`src/rtl/cmp_hazard_ctrl_if.sv`:
```
// Bundle of signals between decode and the D-stage comparator hazard controller.
interface cmp_hazard_ctrl_if #(
  parameter int unsigned CNT_W = 32
);
  logic             D_valid;
  logic             D_use_cmp;
  logic [4:0]       D_rs;
  logic [4:0]       D_rt;
  logic             D_use_rt;
  logic             D_we;
  logic [4:0]       D_wa;
  logic [1:0]       D_rdy;
  logic             flush;
  logic             stall;
  logic [1:0]       fwd_A_sel;
  logic [1:0]       fwd_B_sel;
  logic             cmp_go;
  logic [CNT_W-1:0] stall_cnt;

  // Decode side: drives the D-stage instruction and reads back the control decisions.
  modport master (
    output D_valid, D_use_cmp, D_rs, D_rt, D_use_rt, D_we, D_wa, D_rdy, flush,
    input  stall, fwd_A_sel, fwd_B_sel, cmp_go, stall_cnt
  );

  // Controller side.
  modport slave (
    input  D_valid, D_use_cmp, D_rs, D_rt, D_use_rt, D_we, D_wa, D_rdy, flush,
    output stall, fwd_A_sel, fwd_B_sel, cmp_go, stall_cnt
  );
endinterface

```
`src/rtl/cmp_hazard_ctrl.sv`:
```
// Hazard/forwarding controller for the D-stage branch comparator.
// A 3-slot E/M/W shadow pipeline tracks in-flight GPR writes; each comparator operand picks
// its forwarding source or stalls D until the producing instruction reaches its ready stage.
module cmp_hazard_ctrl #(
  parameter int unsigned CNT_W = 32
) (
  input logic               clk,
  input logic               reset,
  cmp_hazard_ctrl_if.slave  bus
);

  typedef struct packed {
    logic       v;
    logic [4:0] wa;
    logic [1:0] rdy;
  } slot_t;

  slot_t            e_q, m_q, w_q;
  slot_t            e_d;
  logic [CNT_W-1:0] cnt_q;
  logic             haz_a, haz_b;
  logic [1:0]       sel_a, sel_b;
  logic             stall;

  // Returns {hazard, sel}. Youngest matching slot wins so an older ready copy can never
  // mask a younger unready producer.
  function automatic logic [2:0] lookup(input logic [4:0] r, input slot_t e, input slot_t m,
                                        input slot_t w);
    logic [2:0] res;
    res = 3'b000;
    if (r != 5'd0) begin
      if (e.v && (e.wa == r)) begin
        res = {(2'd1 < e.rdy), 2'd1};
      end else if (m.v && (m.wa == r)) begin
        res = {(2'd2 < m.rdy), 2'd2};
      end else if (w.v && (w.wa == r)) begin
        res = {(2'd3 < w.rdy), 2'd3};
      end
    end
    return res;
  endfunction

  // Operand lookup, stall decision and the next E slot.
  always_comb begin
    {haz_a, sel_a} = lookup(bus.D_rs, e_q, m_q, w_q);
    {haz_b, sel_b} = lookup(bus.D_rt, e_q, m_q, w_q);
    stall          = bus.D_valid & bus.D_use_cmp & (haz_a | (bus.D_use_rt & haz_b));
    e_d.v          = bus.D_valid & bus.D_we & (bus.D_wa != 5'd0) & ~stall & ~bus.flush;
    e_d.wa         = bus.D_wa;
    e_d.rdy        = bus.D_rdy;
  end

  assign bus.stall     = stall;
  assign bus.fwd_A_sel = sel_a;
  assign bus.fwd_B_sel = bus.D_use_rt ? sel_b : 2'd0;
  assign bus.cmp_go    = bus.D_valid & bus.D_use_cmp & ~stall;
  assign bus.stall_cnt = cnt_q;

  // Shadow pipeline advance (M and W always move; E takes a bubble on stall/flush) and
  // saturating stall counter.
  always_ff @(posedge clk or negedge reset) begin
    if (!reset) begin
      e_q   <= '0;
      m_q   <= '0;
      w_q   <= '0;
      cnt_q <= '0;
    end else begin
      e_q <= e_d;
      m_q <= e_q;
      w_q <= m_q;
      if (stall && (cnt_q != '1)) begin
        cnt_q <= cnt_q + CNT_W'(1);
      end
    end
  end

endmodule
```
`src/flat_wrapper.sv`:
```
// flat-port wrapper written by rule: the top's interface ports become plain ports
module cmp_hazard_ctrl_flat 
#(
  parameter int unsigned CNT_W = 32
)
  (clk, reset, bus_D_valid, bus_D_use_cmp, bus_D_rs, bus_D_rt, bus_D_use_rt, bus_D_we, bus_D_wa, bus_D_rdy, bus_flush, bus_stall, bus_fwd_A_sel, bus_fwd_B_sel, bus_cmp_go, bus_stall_cnt);
  cmp_hazard_ctrl_if #(.CNT_W(CNT_W)) bus_i ();
  input logic clk;
  input logic reset;
  input wire logic [$bits(bus_i.D_valid)-1:0] bus_D_valid;
  input wire logic [$bits(bus_i.D_use_cmp)-1:0] bus_D_use_cmp;
  input wire logic [$bits(bus_i.D_rs)-1:0] bus_D_rs;
  input wire logic [$bits(bus_i.D_rt)-1:0] bus_D_rt;
  input wire logic [$bits(bus_i.D_use_rt)-1:0] bus_D_use_rt;
  input wire logic [$bits(bus_i.D_we)-1:0] bus_D_we;
  input wire logic [$bits(bus_i.D_wa)-1:0] bus_D_wa;
  input wire logic [$bits(bus_i.D_rdy)-1:0] bus_D_rdy;
  input wire logic [$bits(bus_i.flush)-1:0] bus_flush;
  output wire logic [$bits(bus_i.stall)-1:0] bus_stall;
  output wire logic [$bits(bus_i.fwd_A_sel)-1:0] bus_fwd_A_sel;
  output wire logic [$bits(bus_i.fwd_B_sel)-1:0] bus_fwd_B_sel;
  output wire logic [$bits(bus_i.cmp_go)-1:0] bus_cmp_go;
  output wire logic [$bits(bus_i.stall_cnt)-1:0] bus_stall_cnt;
  assign bus_i.D_valid = bus_D_valid;
  assign bus_i.D_use_cmp = bus_D_use_cmp;
  assign bus_i.D_rs = bus_D_rs;
  assign bus_i.D_rt = bus_D_rt;
  assign bus_i.D_use_rt = bus_D_use_rt;
  assign bus_i.D_we = bus_D_we;
  assign bus_i.D_wa = bus_D_wa;
  assign bus_i.D_rdy = bus_D_rdy;
  assign bus_i.flush = bus_flush;
  assign bus_stall = bus_i.stall;
  assign bus_fwd_A_sel = bus_i.fwd_A_sel;
  assign bus_fwd_B_sel = bus_i.fwd_B_sel;
  assign bus_cmp_go = bus_i.cmp_go;
  assign bus_stall_cnt = bus_i.stall_cnt;
  cmp_hazard_ctrl #(.CNT_W(CNT_W)) u_core (.clk(clk), .reset(reset), .bus(bus_i));
endmodule
```
`config.mk`:
```
export PLATFORM = sky130hd
export DESIGN_NAME = cmp_hazard_ctrl_flat
export DESIGN_NICKNAME = d
export VERILOG_FILES = /design/src/rtl/cmp_hazard_ctrl_if.sv /design/src/rtl/cmp_hazard_ctrl.sv /design/src/flat_wrapper.sv
export SDC_FILE = /design/constraint.sdc
export NUM_CORES = 1
export LEC_CHECK = 0
export BUFFER_PORTS_ARGS = -buffer_cell sky130_fd_sc_hd__clkbuf_2
export CORE_MARGIN = 8
export CORE_UTILIZATION = 50
export DETAILED_ROUTE_END_ITERATION = 8
export HOLD_SLACK_MARGIN = 0.15
export PLACE_DENSITY = 0.72
export SLEW_MARGIN = 10
export SYNTH_ARGS = -nofsm -noshare
export SYNTH_HDL_FRONTEND = slang
export SYNTH_SLANG_ARGS = --single-unit
```
`constraint.sdc`:
```
create_clock -name clk -period 2.58 [get_ports clk]
set_input_delay 0.129 -clock clk [delete_from_list [all_inputs] [get_ports clk]]
set_output_delay 0.129 -clock clk [all_outputs]
set_load 0.02 [all_outputs]
```
# Word level (Yosys, flattened, before mapping)
# Index checks and enable logic that the tools add are counted.
[totals] reg_bits=56 elab_cells=51 input_bits=24 output_inout_bits=38
[op_classes] n_eq_ne=7 reduce_logical=10 addsub=1 n_mux=9 bitwise_logic=11 n_lt_le_gt_ge=3
[ops] operator="$add 32x1->32 const B" count=1
[ops] operator="$ne 32x32->1 const B" count=1
[ops] operator="$eq 5x5->1" count=6
[ops] operator="$mux 3" count=8
[ops] operator="$reduce_bool 5->1" count=3
[ops] operator="$and 1x1->1" count=8
[ops] operator="$logic_and 1x1->1" count=7
[ops] operator="$lt 2x2->1 const A" count=2
[ops] operator="$lt 1x2->1 const A" count=1
[ops] operator="$mux 2" count=1
[ops] operator="$not 1->1" count=2
[ops] operator="$or 1x1->1" count=1

# Longest topological paths before layout
# Gate-level depths: netlist (run 1).
[depth] ltp_word=12 ltp_mapped=9 depth_no_buf=8

# Least setup slack after synthesis (run 1)
# OpenSTA, ideal clock, no wires.
[synth_timing] path_type="reg-to-reg" startpoint="register u_core.e_q[3] (netlist name)" endpoint="register u_core.cnt_q[24], in the netlist u_core.bus.stall_cnt[24]" stages_incl_launch_ff=9 t_required_ns=2.448 t_arrival_ns=2.052 path_buffers=1 path_slack_ns=0.396 period_less_slack_ns=2.184 cell_sequence="dfrtp_1 > xor2_1 > nor3_2 > and4_1 > o221ai_2 > and2_4 > buf_6 > or4_4 > xnor2_2"
[synth_via] elab_chain_cells=8
[synth_rtl] item="start, declared" line_no="cmp_hazard_ctrl.sv:18" rtl="slot_t e_q, m_q, w_q;"
[synth_rtl] item="start signal, assigned" line_no="cmp_hazard_ctrl.sv:63" rtl="e_q <= '0;"
[synth_rtl] item="start signal, assigned" line_no="cmp_hazard_ctrl.sv:68" rtl="e_q <= e_d;"
[synth_rtl] item="$eq 5x5->1" line_no="cmp_hazard_ctrl.sv:32" rtl="if (e.v && (e.wa == r)) begin"
[synth_rtl] item="$logic_and 1x1->1" line_no="cmp_hazard_ctrl.sv:32"
[synth_rtl] item="$mux 3" line_no="cmp_hazard_ctrl.sv:32"
[synth_rtl] item="$mux 3" line_no="cmp_hazard_ctrl.sv:31" rtl="if (r != 5'd0) begin"
[synth_rtl] item="$and 1x1->1" line_no="cmp_hazard_ctrl.sv:47" rtl="stall = bus.D_valid & bus.D_use_cmp & (haz_a | (bus.D_use_rt & haz_b));"
[synth_rtl] item="$or 1x1->1 *" line_no="cmp_hazard_ctrl.sv:47"
[synth_rtl] item="$and 1x1->1 *" line_no="cmp_hazard_ctrl.sv:47"
[synth_rtl] item="$logic_and 1x1->1 *" line_no="cmp_hazard_ctrl.sv:71" rtl="if (stall && (cnt_q != '1)) begin"
[synth_rtl] item="end signal, assigned" line_no="cmp_hazard_ctrl.sv:72" rtl="cnt_q <= cnt_q + CNT_W'(1);"
[synth_rtl] item="end, declared" line_no="cmp_hazard_ctrl.sv:20" rtl="logic [CNT_W-1:0] cnt_q;"
# Mark *: on every way between the ends. The rest lies on a longest branch, timed or not.
# A chain may end at the register's enable or synchronous reset.

==> qor.txt, run 1 <==
Cell count of the worst hold path - 0
Rows - 26
Largest net degree at the start of global routing - 55
Setup CP Type - register to register
Die footprint - 7960 um^2
Num CTS Buffers - 5
First-pass DRT Iterations - 4
Synthesized area - 2680 um^2
Layout Cells excl Fill - 402
Flops & latches, synth - 54
Setup crit start kind - register
Worst path slowest cell - dlygate4sd3_1
Clock transition at path regs - 0.09 ns
Worst Setup End Kind - register
R2r setup slk - 0.16 ns
Synth warn - 0
Fillers - 437
Total vias in the final route - 2180
Top_reg_cell synth - dfrtp_1
Multi-input gate area in the final layout - 1280 um^2
Initial antenna violation count - 0
Seq/Total Area, Yosys - 0.504
Hold Startpoint - u_core.e_q[0]$_DFF_PN0_
Top post-synthesis cells by count - 54 x dfrtp_1, 34 x xnor2_1, 26 x xor2_1, 20 x nand3_1
Sequential Area - 1350 um^2
HP Class - register to register
Port Buffer Count - 61
Post-synthesis cell type count - 35
Root buffer cell - clkbuf_8
Cell with the most instances after synthesis - dfrtp_1
Worst-path maximum fanout - 8
Clk sinks - 54
Die Span Y - 89.2 um
Tcrit/Tclk final - 0.937
Area share of the largest cell type after synthesis - 0.504
Leak - 0.00156 uW
Minimum clock period - 2.42 ns
Layout cells sized above 1 - 0.262
Final hold vios - 0
Syn Area/Cell - 10.8 um^2
P per Cell Area - 474 nW/um^2
Area contributors post-synth - dfrtp_1 50%, xnor2_1 11%, xor2_1 8.5%
Die X - 89.2 um
Slew HR - 0.562
Total gr overflow - 0
Critical Path Max Stage Delay - 0.59 ns
HPWL Detailed - 4.66 mm
Total I/O pin count - 62
Worst-Margin Slew - 0.657 ns
VDD IR max - 247 uV
Status - completed
Post-DP Area - 3070 um^2
Vias in the first global route - 2191
Post-cts sizing count - 0
Via density - 5.42
Ant diodes - 0
Worst reg2reg startpoint - u_core.e_q[3]$_DFF_PN0_
Nets - 356
Worst Path Required - 2.83 ns
EDFF count, synth - 0
Skew-Pair Late Insertion Delay - 0.30 ns
WL/cell - 15.7 um
Initial core utilization - 0.521
Drt first-iter violations - 96
Detailed Route WL - 6.32 mm
GR Util All Layers - 0.164
Slew Limit Fails - 0
Global-route wire length before repair - 10.2 mm
Synth async-reset ratio - 1.00
Post-Syn Instances - 247
Yosys top cell by area - dfrtp_1
Final-report setup violation count - 0
Critical R2R Capture - u_core.e_q[7]$_DFF_PN0_
Area grow syn2layout - 24.1%
Setup TNS - 0 ns
Critical path cell sequence - xor2_1 > nor3_2 > nand3_1 > o221ai_2 > and2_4 > nor2_1 > a2111oi_1 > dlygate4sd3_1
CTS tree - done
Final ANT Viol Nets - 0
Drt drc - 0
CP bufs+invs - 1
R2R cell count - 8
Syn nets - 272
Fmax - 413 MHz
Kind of cell adding the most delay to the critical path - simple AND/OR/NAND/NOR gates
Max_cap viols - 0
Core area - 5140 um^2
Clock Skew - 0.00365 ns
Clock Tree Buf Depth - 2
Unrepaired setup endpoints after global routing - false
CTS H-tree depth - 2
Placed Cells - 378
Worst Hold End - u_core.m_q[0]$_DFF_PN0_
Arr. time, crit path - 2.66 ns
RD Place Congestion - 0.907
Finished Cell Area - 3330 um^2
Hold Slack - 0.357 ns
==> power breakdown <==
part | leakage [uW] | internal, uW | switching, uW
sequential | 0.000709 | 866 | 20.9
clock | 0.0000514 | 289 | 261
combinational | 0.000804 | 62.0 | 76.8
==> cells by family after synthesis <==
logic type               after synthesis  synth area share
AO/OA/AOI/OAI                          9            0.0276
XOR/XNOR                              61             0.202
adder cells (fa/ha/maj)                1           0.00467
buffers and inverters                  8            0.0173
flip-flops                            54             0.504
multiplexers                           1           0.00420
AND/OR/NAND/NOR                      113             0.240
==> area by class of cell <==
class / instances / area share
clock buffers: 6 / 0.0218
multi-input cells: 185 / 0.385
well taps: 70 / 0.0263
clock inverters: 2 / 0.0113
flip-flops and latches: 54 / 0.406
inverters: 4 / 0.00451
repair buffers: 81 / 0.144
==> cell usage in the layout (no fill, tap or decap), types with 2 or more instances in the layout <==
master / netlist / layout
clkbuf_2: 0 / 61
dfrtp_1: 54 / 54
xnor2_1: 34 / 34
xor2_1: 26 / 26
nand3_1: 20 / 20
nand2_1: 16 / 16
nand4_1: 16 / 16
nor2_1: 13 / 13
dlygate4sd3_1: 0 / 10
buf_4: 0 / 10
and3_1: 9 / 9
nor3_1: 8 / 8
nor4_1: 7 / 7
and4_1: 6 / 6
clkbuf_8: 0 / 5
a21oi_1: 4 / 4
inv_1: 4 / 4
nor3b_1: 4 / 4
or4_1: 2 / 2
nor3_2: 2 / 2
o221ai_2: 2 / 2
or3_1: 2 / 2
==> layer usage <==
layer,vias up,wire length [um],global-route usage
met5,-,0,0
met4,0,67,0.0498
met3,9,318,0.0349
met2,47,3290,0.281
met1,1080,2640,0.201
li1,1044,-,-
==> sequential cells by signal, summed over array words and instances, names as in the netlist <==
register,count
u_core.w_q,6
u_core.m_q,8
u_core.bus.stall_cnt,32
u_core.e_q,8
==> worst max-delay path by stage <==
| stage | from | to | slack, ns | cells past startpoint |
|---|---|---|---|---|
| after floorplan | u_core.e_q[3]$_DFF_PN0_ | u_core.bus.stall_cnt[24]$_DFFE_PN0P_ | 0.40 | 8 |
| after global placement | u_core.e_q[3]$_DFF_PN0_ | u_core.bus.stall_cnt[24]$_DFFE_PN0P_ | 0.38 | 7 |
| after detailed placement | u_core.e_q[3]$_DFF_PN0_ | u_core.bus.stall_cnt[24]$_DFFE_PN0P_ | 0.34 | 7 |
| after CTS | u_core.e_q[3]$_DFF_PN0_ | u_core.e_q[7]$_DFF_PN0_ | 0.07 | 8 |
| after global routing | u_core.e_q[3]$_DFF_PN0_ | u_core.e_q[7]$_DFF_PN0_ | 0.01 | 8 |
| final | u_core.e_q[3]$_DFF_PN0_ | u_core.e_q[7]$_DFF_PN0_ | 0.16 | 8 |
==> repair_timing <==
item / in CTS / in global routing
endpoints found under the hold margin: 62 / 0
hold buffers: 10 / 0
buffers inserted: 0 / 6
endpoints found under the setup margin: 0 / 1
==> through the flow <==
stage / total power, uW / setup slack [ns] / utilization
final: 1580 / 0.162 / 0.647
after global routing: 1640 / 0.0113 / 0.647
after CTS: 1590 / 0.0730 / 0.638
after detailed placement: 1030 / 0.344 / 0.597
after global placement: 1030 / 0.381 / 0.597
after floorplan: 963 / 0.396 / -
Note: power is estimated with default switching activity, not from simulation.
==> run 2: changes to the inputs <==
Settings changed: CORE_MARGIN 8 to unset, RECOVER_POWER set to 100.
==> run 2 against run 1 <==
Worst hold slack improved by 0.0025 ns. Global-route usage rose by 6.0 points. Largest cell class unchanged. Register-to-register slack improved by 0.09 ns. Combinational power barely moved.
==> qor.txt, run 2 (synthesized netlist as in run 1, its figures left out) <==
Status - completed (unchanged)
Place WS - 0.325 ns (was 0.344 ns)
Fmax - 429 MHz (was 413 MHz)
WL/cell - 14.9 um (was 15.7 um)
Post-cts sizing count - 0 (unchanged)
Max Used Layer - met4 (unchanged)
Crit path to - u_core.bus.stall_cnt[24]$_DFFE_PN0P_ (was u_core.e_q[7]$_DFF_PN0_)
Drt first-iter violations - 80 (was 96)
Initial core utilization - 0.521 (unchanged)
Worst Path Required - 2.77 ns (was 2.83 ns)
Max_cap viols - 0 (unchanged)
Leak - 0.00139 uW (was 0.00156 uW)
Total vias in the final route - 2133 (was 2180)
Skew-Pair Late Insertion Delay - 0.31 ns (was 0.30 ns)
Unrepaired setup endpoints after global routing - false (unchanged)
Commonest non-fill, non-tap cell in the layout - dfrtp_1 (was clkbuf_2)
R2r setup slk - 0.25 ns (was 0.16 ns)
HPWL Detailed - 4.28 mm (was 4.66 mm)
Detailed Route WL - 5.90 mm (was 6.32 mm)
Drt drc - 0 (unchanged)
Fillers - 495 (was 437)
Nets - 351 (was 356)
RD Place Congestion - 0.862 (was 0.907)
Met3 wire length - 258 um (was 318 um)
Fin worst setup slack - 0.248 ns (was 0.162 ns)
Setup CP Type - register to register (unchanged)
Ant diodes - 0 (unchanged)
Clk sinks - 54 (unchanged)
Layout cells sized above 1 - 0.110 (was 0.262)
Core area - 5140 um^2 (unchanged)
Global-route wire length before repair - 9.29 mm (was 10.2 mm)
Initial antenna violation count - 0 (unchanged)
Worst reg2reg startpoint - u_core.e_q[3]$_DFF_PN0_ (unchanged)
Largest register FFs - 32 (unchanged)
Commonest non-fill, non-tap cells in the layout - 54 x dfrtp_1, 43 x clkbuf_1, 34 x xnor2_1, 26 x xor2_1, 21 x clkbuf_2 (was 61 x clkbuf_2, 54 x dfrtp_1, 34 x xnor2_1, 26 x xor2_1, 20 x nand3_1)
Vias in the first global route - 2019 (was 2191)
Largest net degree at the start of global routing - 38 (was 55)
HP Class - register to register (unchanged)
Tcrit/Tclk final - 0.904 (was 0.937)
Met1 WL - 2.57 mm (was 2.64 mm)
P per Cell Area - 464 nW/um^2 (was 474 nW/um^2)
Post-DP Area - 3070 um^2 (unchanged)
Sequential Area - 1350 um^2 (unchanged)
Critical Path Start - u_core.e_q[3]$_DFF_PN0_ (unchanged)
Final ANT Viol Nets - 0 (unchanged)
GR Util All Layers - 0.224 (was 0.164)
Hold Slack - 0.360 ns (was 0.357 ns)
Via density - 5.37 (was 5.42)
Port Buffer Count - 61 (unchanged)
Worst Setup End Kind - register (unchanged)
Clock transition at path regs - 0.09 ns (about the same)
Minimum clock period - 2.33 ns (was 2.42 ns)
Die X - 75.2 um (was 89.2 um)
R2R cell count - 7 (was 8)
Finished Cell Area - 3190 um^2 (was 3330 um^2)
Worst-Margin Slew - 0.980 ns (was 0.657 ns)
Arr. time, crit path - 2.52 ns (was 2.66 ns)
Final hold vios - 0 (unchanged)
Slew Limit Fails - 0 (unchanged)
Total I/O pin count - 62 (unchanged)
Final-report setup violation count - 0 (unchanged)
Die Span Y - 75.2 um (was 89.2 um)
Area grow syn2layout - 19.2% (was 24.1%)
Setup TNS - 0 ns (unchanged)
Worst-path maximum fanout - 16 (was 8)
Rows - 26 (unchanged)
Critical R2R Capture - u_core.bus.stall_cnt[24]$_DFFE_PN0P_ (was u_core.e_q[7]$_DFF_PN0_)
Die footprint - 5650 um^2 (was 7960 um^2)
CTS tree - done (unchanged)
Multi-input gate area in the final layout - 1270 um^2 (was 1280 um^2)
CTS H-tree depth - 2 (unchanged)
Clock Tree Buf Depth - 2 (unchanged)
Num CTS Buffers - 5 (unchanged)
Clock Skew - 0.00772 ns (was 0.00365 ns)
Setup crit start kind - register (unchanged)
VDD IR max - 314 uV (was 247 uV)
Slew HR - 0.347 (was 0.562)
Post-CTS Setup Inserts - 0 (unchanged)
Met2 Wirelength - 2.96 mm (was 3.29 mm)
Root buffer cell - clkbuf_8 (unchanged)
First-pass DRT Iterations - 4 (unchanged)
Total gr overflow - 0 (unchanged)
[run 2: changes by cell type in the layout (fill, tap and decap cells not counted), sizes merged]
| cell | before | now |
|---|---|---|
| clkinvlp | 1 | 0 |
| clkinv | 0 | 2 |
| bufinv | 1 | 0 |
| clkbuf | 67 | 69 |
| dlygate4sd3 | 10 | 11 |
| buf | 10 | 2 |
[run 2: final cells by class]
cell class | count | area share
sequential | 54 | 0.423
multi-input combinational | 185 | 0.396
clock buffer | 6 | 0.0227
inverter | 4 | 0.00470
clock inverter | 2 | 0.00431
timing repair buffer | 76 | 0.121
tap | 70 | 0.0274
[run 2: where the power goes]
part	internal [uW]	total, uW	switching, uW
registers	866	886	20.4
logic	59.2	137	77.4
clock network	192	460	268
[run 2: repair_timing]
action,4_1_cts,5_1_grt
endpoints found under the setup margin,0,0
endpoints found under the hold margin,44,0
hold buffers,11,0
[run 2: critical path, cell delays in order, from the launching register on]
cell and delay [ns]:
dfrtp_1 0.42, xor2_1 0.18, nor3_2 0.19, and4_1 0.25
o221ai_1 0.17, and2_4 0.27, or4_1 0.58, xnor2_2 0.15
[run 2: per-stage QoR]
step / std cells / power [uW] / utilization
2_1_floorplan: 247 / 963 / -
3_3_place_gp: 378 / 1030 / 0.597
3_5_place_dp: 378 / 1030 / 0.597
4_1_cts: 397 / 1500 / 0.636
5_1_grt: 397 / 1540 / 0.621
6_report: 397 / 1480 / 0.621
[run 2: how the worst min path moves through the flow]
stage	cells past startpoint	to	slack, ns	from
finish	0	u_core.m_q[0]$_DFF_PN0_	0.36	u_core.e_q[0]$_DFF_PN0_
floorplan	0	u_core.bus.stall_cnt[0]$_DFFE_PN0P_	-0.17	reset
global placement	1	u_core.e_q[0]$_DFF_PN0_	0.24	bus_D_rdy[0]
detailed placement	1	u_core.e_q[0]$_DFF_PN0_	0.24	bus_D_rdy[0]
CTS	0	u_core.m_q[0]$_DFF_PN0_	0.36	u_core.e_q[0]$_DFF_PN0_
global route	0	u_core.m_q[0]$_DFF_PN0_	0.37	u_core.e_q[0]$_DFF_PN0_
[run 2: routing by layer]
| layer | vias to the layer above | GRT usage |
|---|---|---|
| li1 | 1034 | - |
| met1 | 1020 | 0.283 |
| met2 | 70 | 0.386 |
| met3 | 9 | 0.0402 |
| met4 | 0 | 0.0844 |
| met5 | - | 0 |
==> run 3: changes to the inputs <==
Settings changed: CTS_CLUSTER_DIAMETER set to 60.
Clock period 2.58 ns to 2.7 ns, I/O delays scaled along.
==> run 3 against run 2 <==
Routed wire length up 0.29%. Maximum frequency is 5.2% lower. Sequential share of layout area shrank 0.41 points. Power up 2.5%.
==> qor.txt, run 3 (synthesized netlist as in run 1, its figures left out) <==
Minimum clock period - 2.46 ns (was 2.33 ns)
Slew HR - 0.303 (was 0.347)
Total I/O pin count - 62 (unchanged)
Worst Hold End - u_core.m_q[0]$_DFF_PN0_ (unchanged)
GR Util All Layers - 0.218 (was 0.224)
Layout cells sized above 1 - 0.113 (was 0.110)
Worst-path maximum fanout - 4 (was 16)
Ant diodes - 0 (unchanged)
Fmax - 406 MHz (was 429 MHz)
Vias in the first global route - 1989 (was 2019)
Core area - 5140 um^2 (unchanged)
Clock Skew - 0.00753 ns (was 0.00772 ns)
Worst path slowest cell - dlygate4sd3_1 (was or4_1)
Die X - 75.2 um (unchanged)
Setup crit start kind - register (unchanged)
Drt first-iter violations - 68 (was 80)
Arr. time, crit path - 2.70 ns (was 2.52 ns)
Die Span Y - 75.2 um (unchanged)
Fillers - 482 (was 495)
First-pass DRT Iterations - 4 (unchanged)
Worst Setup End Kind - register (unchanged)
Cell count of the worst hold path - 0 (unchanged)
Worst Path Required - 2.94 ns (was 2.77 ns)
CTS H-tree depth - 2 (unchanged)
Setup CP Type - register to register (unchanged)
Critical Path Max Stage Delay - 0.60 ns (was 0.58 ns)
Met1 WL - 2.58 mm (was 2.57 mm)
R2r setup slk - 0.24 ns (was 0.25 ns)
Total gr overflow - 0 (unchanged)
RD Place Congestion - 0.921 (was 0.862)
Max Used Layer - met4 (unchanged)
Tcrit/Tclk final - 0.911 (was 0.904)
Worst-Margin Slew - 1.05 ns (was 0.980 ns)
Leak - 0.00140 uW (was 0.00139 uW)
Final-report setup violation count - 0 (unchanged)
Unrepaired setup endpoints after global routing - false (unchanged)
Die footprint - 5650 um^2 (unchanged)
Nets - 351 (unchanged)
Critical R2R Capture - u_core.e_q[7]$_DFF_PN0_ (was u_core.bus.stall_cnt[24]$_DFFE_PN0P_)
Tot Pwr - 1520 uW (was 1480 uW)
VDD IR max - 393 uV (was 314 uV)
Num CTS Buffers - 5 (unchanged)
Clock transition at path regs - 0.09 ns (about the same)
Largest net degree at the start of global routing - 44 (was 38)
Hold Startpoint - u_core.e_q[0]$_DFF_PN0_ (unchanged)
Slew Limit Fails - 0 (unchanged)
HP Class - register to register (unchanged)
Drt drc - 0 (unchanged)
CTS tree - done (unchanged)
Critical path cell sequence - xor2_1 > nor3_2 > nand3_1 > o221ai_2 > and2_4 > nor2_1 > a2111oi_0 > dlygate4sd3_1 (was xor2_1 > nor3_2 > and4_1 > o221ai_1 > and2_4 > or4_1 > xnor2_2)
Initial antenna violation count - 0 (unchanged)
P per Cell Area - 471 nW/um^2 (was 464 nW/um^2)
Total vias in the final route - 2128 (was 2133)
Root buffer cell - clkbuf_8 (unchanged)
Status - completed (unchanged)
Port Buffer Count - 61 (unchanged)
Skew-Pair Late Insertion Delay - 0.30 ns (was 0.31 ns)
Commonest non-fill, non-tap cell in the layout - dfrtp_1 (unchanged)
Met2 Wirelength - 3.04 mm (was 2.96 mm)
Worst reg2reg startpoint - u_core.e_q[3]$_DFF_PN0_ (unchanged)
Largest register FFs - 32 (unchanged)
Met3 wire length - 240 um (was 258 um)
Max_cap viols - 0 (unchanged)
Final hold vios - 0 (unchanged)
Final ANT Viol Nets - 0 (unchanged)
HPWL Detailed - 4.29 mm (was 4.28 mm)
Detailed Route WL - 5.91 mm (was 5.90 mm)
Clock Tree Buf Depth - 2 (unchanged)
Setup TNS - 0 ns (unchanged)
Initial core utilization - 0.521 (unchanged)
Clk sinks - 54 (unchanged)
Global-route wire length before repair - 9.15 mm (was 9.29 mm)
Area grow syn2layout - 20.4% (was 19.2%)
R2R cell count - 8 (was 7)
Rows - 26 (unchanged)
WL/cell - 14.9 um (about the same)
Commonest non-fill, non-tap cells in the layout - 54 x dfrtp_1, 44 x clkbuf_1, 34 x xnor2_1, 26 x xor2_1, 20 x nand3_1 (was 54 x dfrtp_1, 43 x clkbuf_1, 34 x xnor2_1, 26 x xor2_1, 21 x clkbuf_2)
Via density - 5.37 (about the same)
-- run 3: cell types whose count changed in the layout (fill, tap and decap cells not counted), sizes merged --
cell / delta
buf: +1
bufinv: +1
clkinv: -2
dlygate4sd3: -1
-- run 3: how the worst max path moves through the flow --
stage	slack, ns	cells after the start	startpoint	end
detailed placement	0.36	6	u_core.m_q[6]$_DFF_PN0_	u_core.bus.stall_cnt[1]$_DFFE_PN0P_
finish	0.24	8	u_core.e_q[3]$_DFF_PN0_	u_core.e_q[7]$_DFF_PN0_
global route	0.05	8	u_core.e_q[2]$_DFF_PN0_	u_core.e_q[7]$_DFF_PN0_
floorplan	0.52	8	u_core.e_q[3]$_DFF_PN0_	u_core.bus.stall_cnt[24]$_DFFE_PN0P_
CTS	0.16	8	u_core.e_q[3]$_DFF_PN0_	u_core.e_q[7]$_DFF_PN0_
global placement	0.41	6	u_core.e_q[3]$_DFF_PN0_	u_core.bus.stall_cnt[1]$_DFFE_PN0P_
-- run 3: layout make-up --
type / count / area [um^2] / area share
well taps: 70 / 87.6 / 0.0272
multi-input cells: 185 / 1280 / 0.396
clock inverters: 1 / 30.0 / 0.00931
clock buffers: 6 / 82.6 / 0.0256
flip-flops and latches: 54 / 1350 / 0.419
repair buffers: 76 / 383 / 0.119
inverters: 4 / 15.0 / 0.00465
-- run 3: what timing repair did --
item	in CTS	in global routing
endpoints found under the hold margin	49	0
setup endpoints to repair	0	1
hold buffers	10	0
buffers inserted	0	1
resized for setup	0	0
-- run 3: where the power goes --
group	internal, uW	total (uW)	leakage, uW	switching, uW
registers	827	847	0.000709	19.9
clock network	297	542	0.0000573	245
logic	55.9	130	0.000630	74.4
-- run 3: metal layers --
metal,up-vias,track usage
li1,1035,-
met1,1040,0.271
met2,46,0.390
met3,7,0.0428
met4,0,0.0576
met5,-,0
-- run 3: per-stage QoR --
step,hold slack (ns),utilization,cells,area [um^2],setup WS [ns]
CTS,0.363,0.639,395,3280,0.156
detailed placement,0.246,0.597,378,3070,0.361
finish,0.360,0.628,396,3230,0.240
global placement,0.245,0.597,378,3070,0.407
global route,0.367,0.628,396,3230,0.0543
floorplan,-0.161,-,247,2680,0.516
-- run 3: worst max-delay path: cells and delay by family, from the launching register on --
family | cells | cell delay [ns]
compound gates | 2 | 0.62
simple gates | 4 | 0.59
xor+xnor | 1 | 0.18
flops | 1 | 0.42
buf+inv | 1 | 0.60
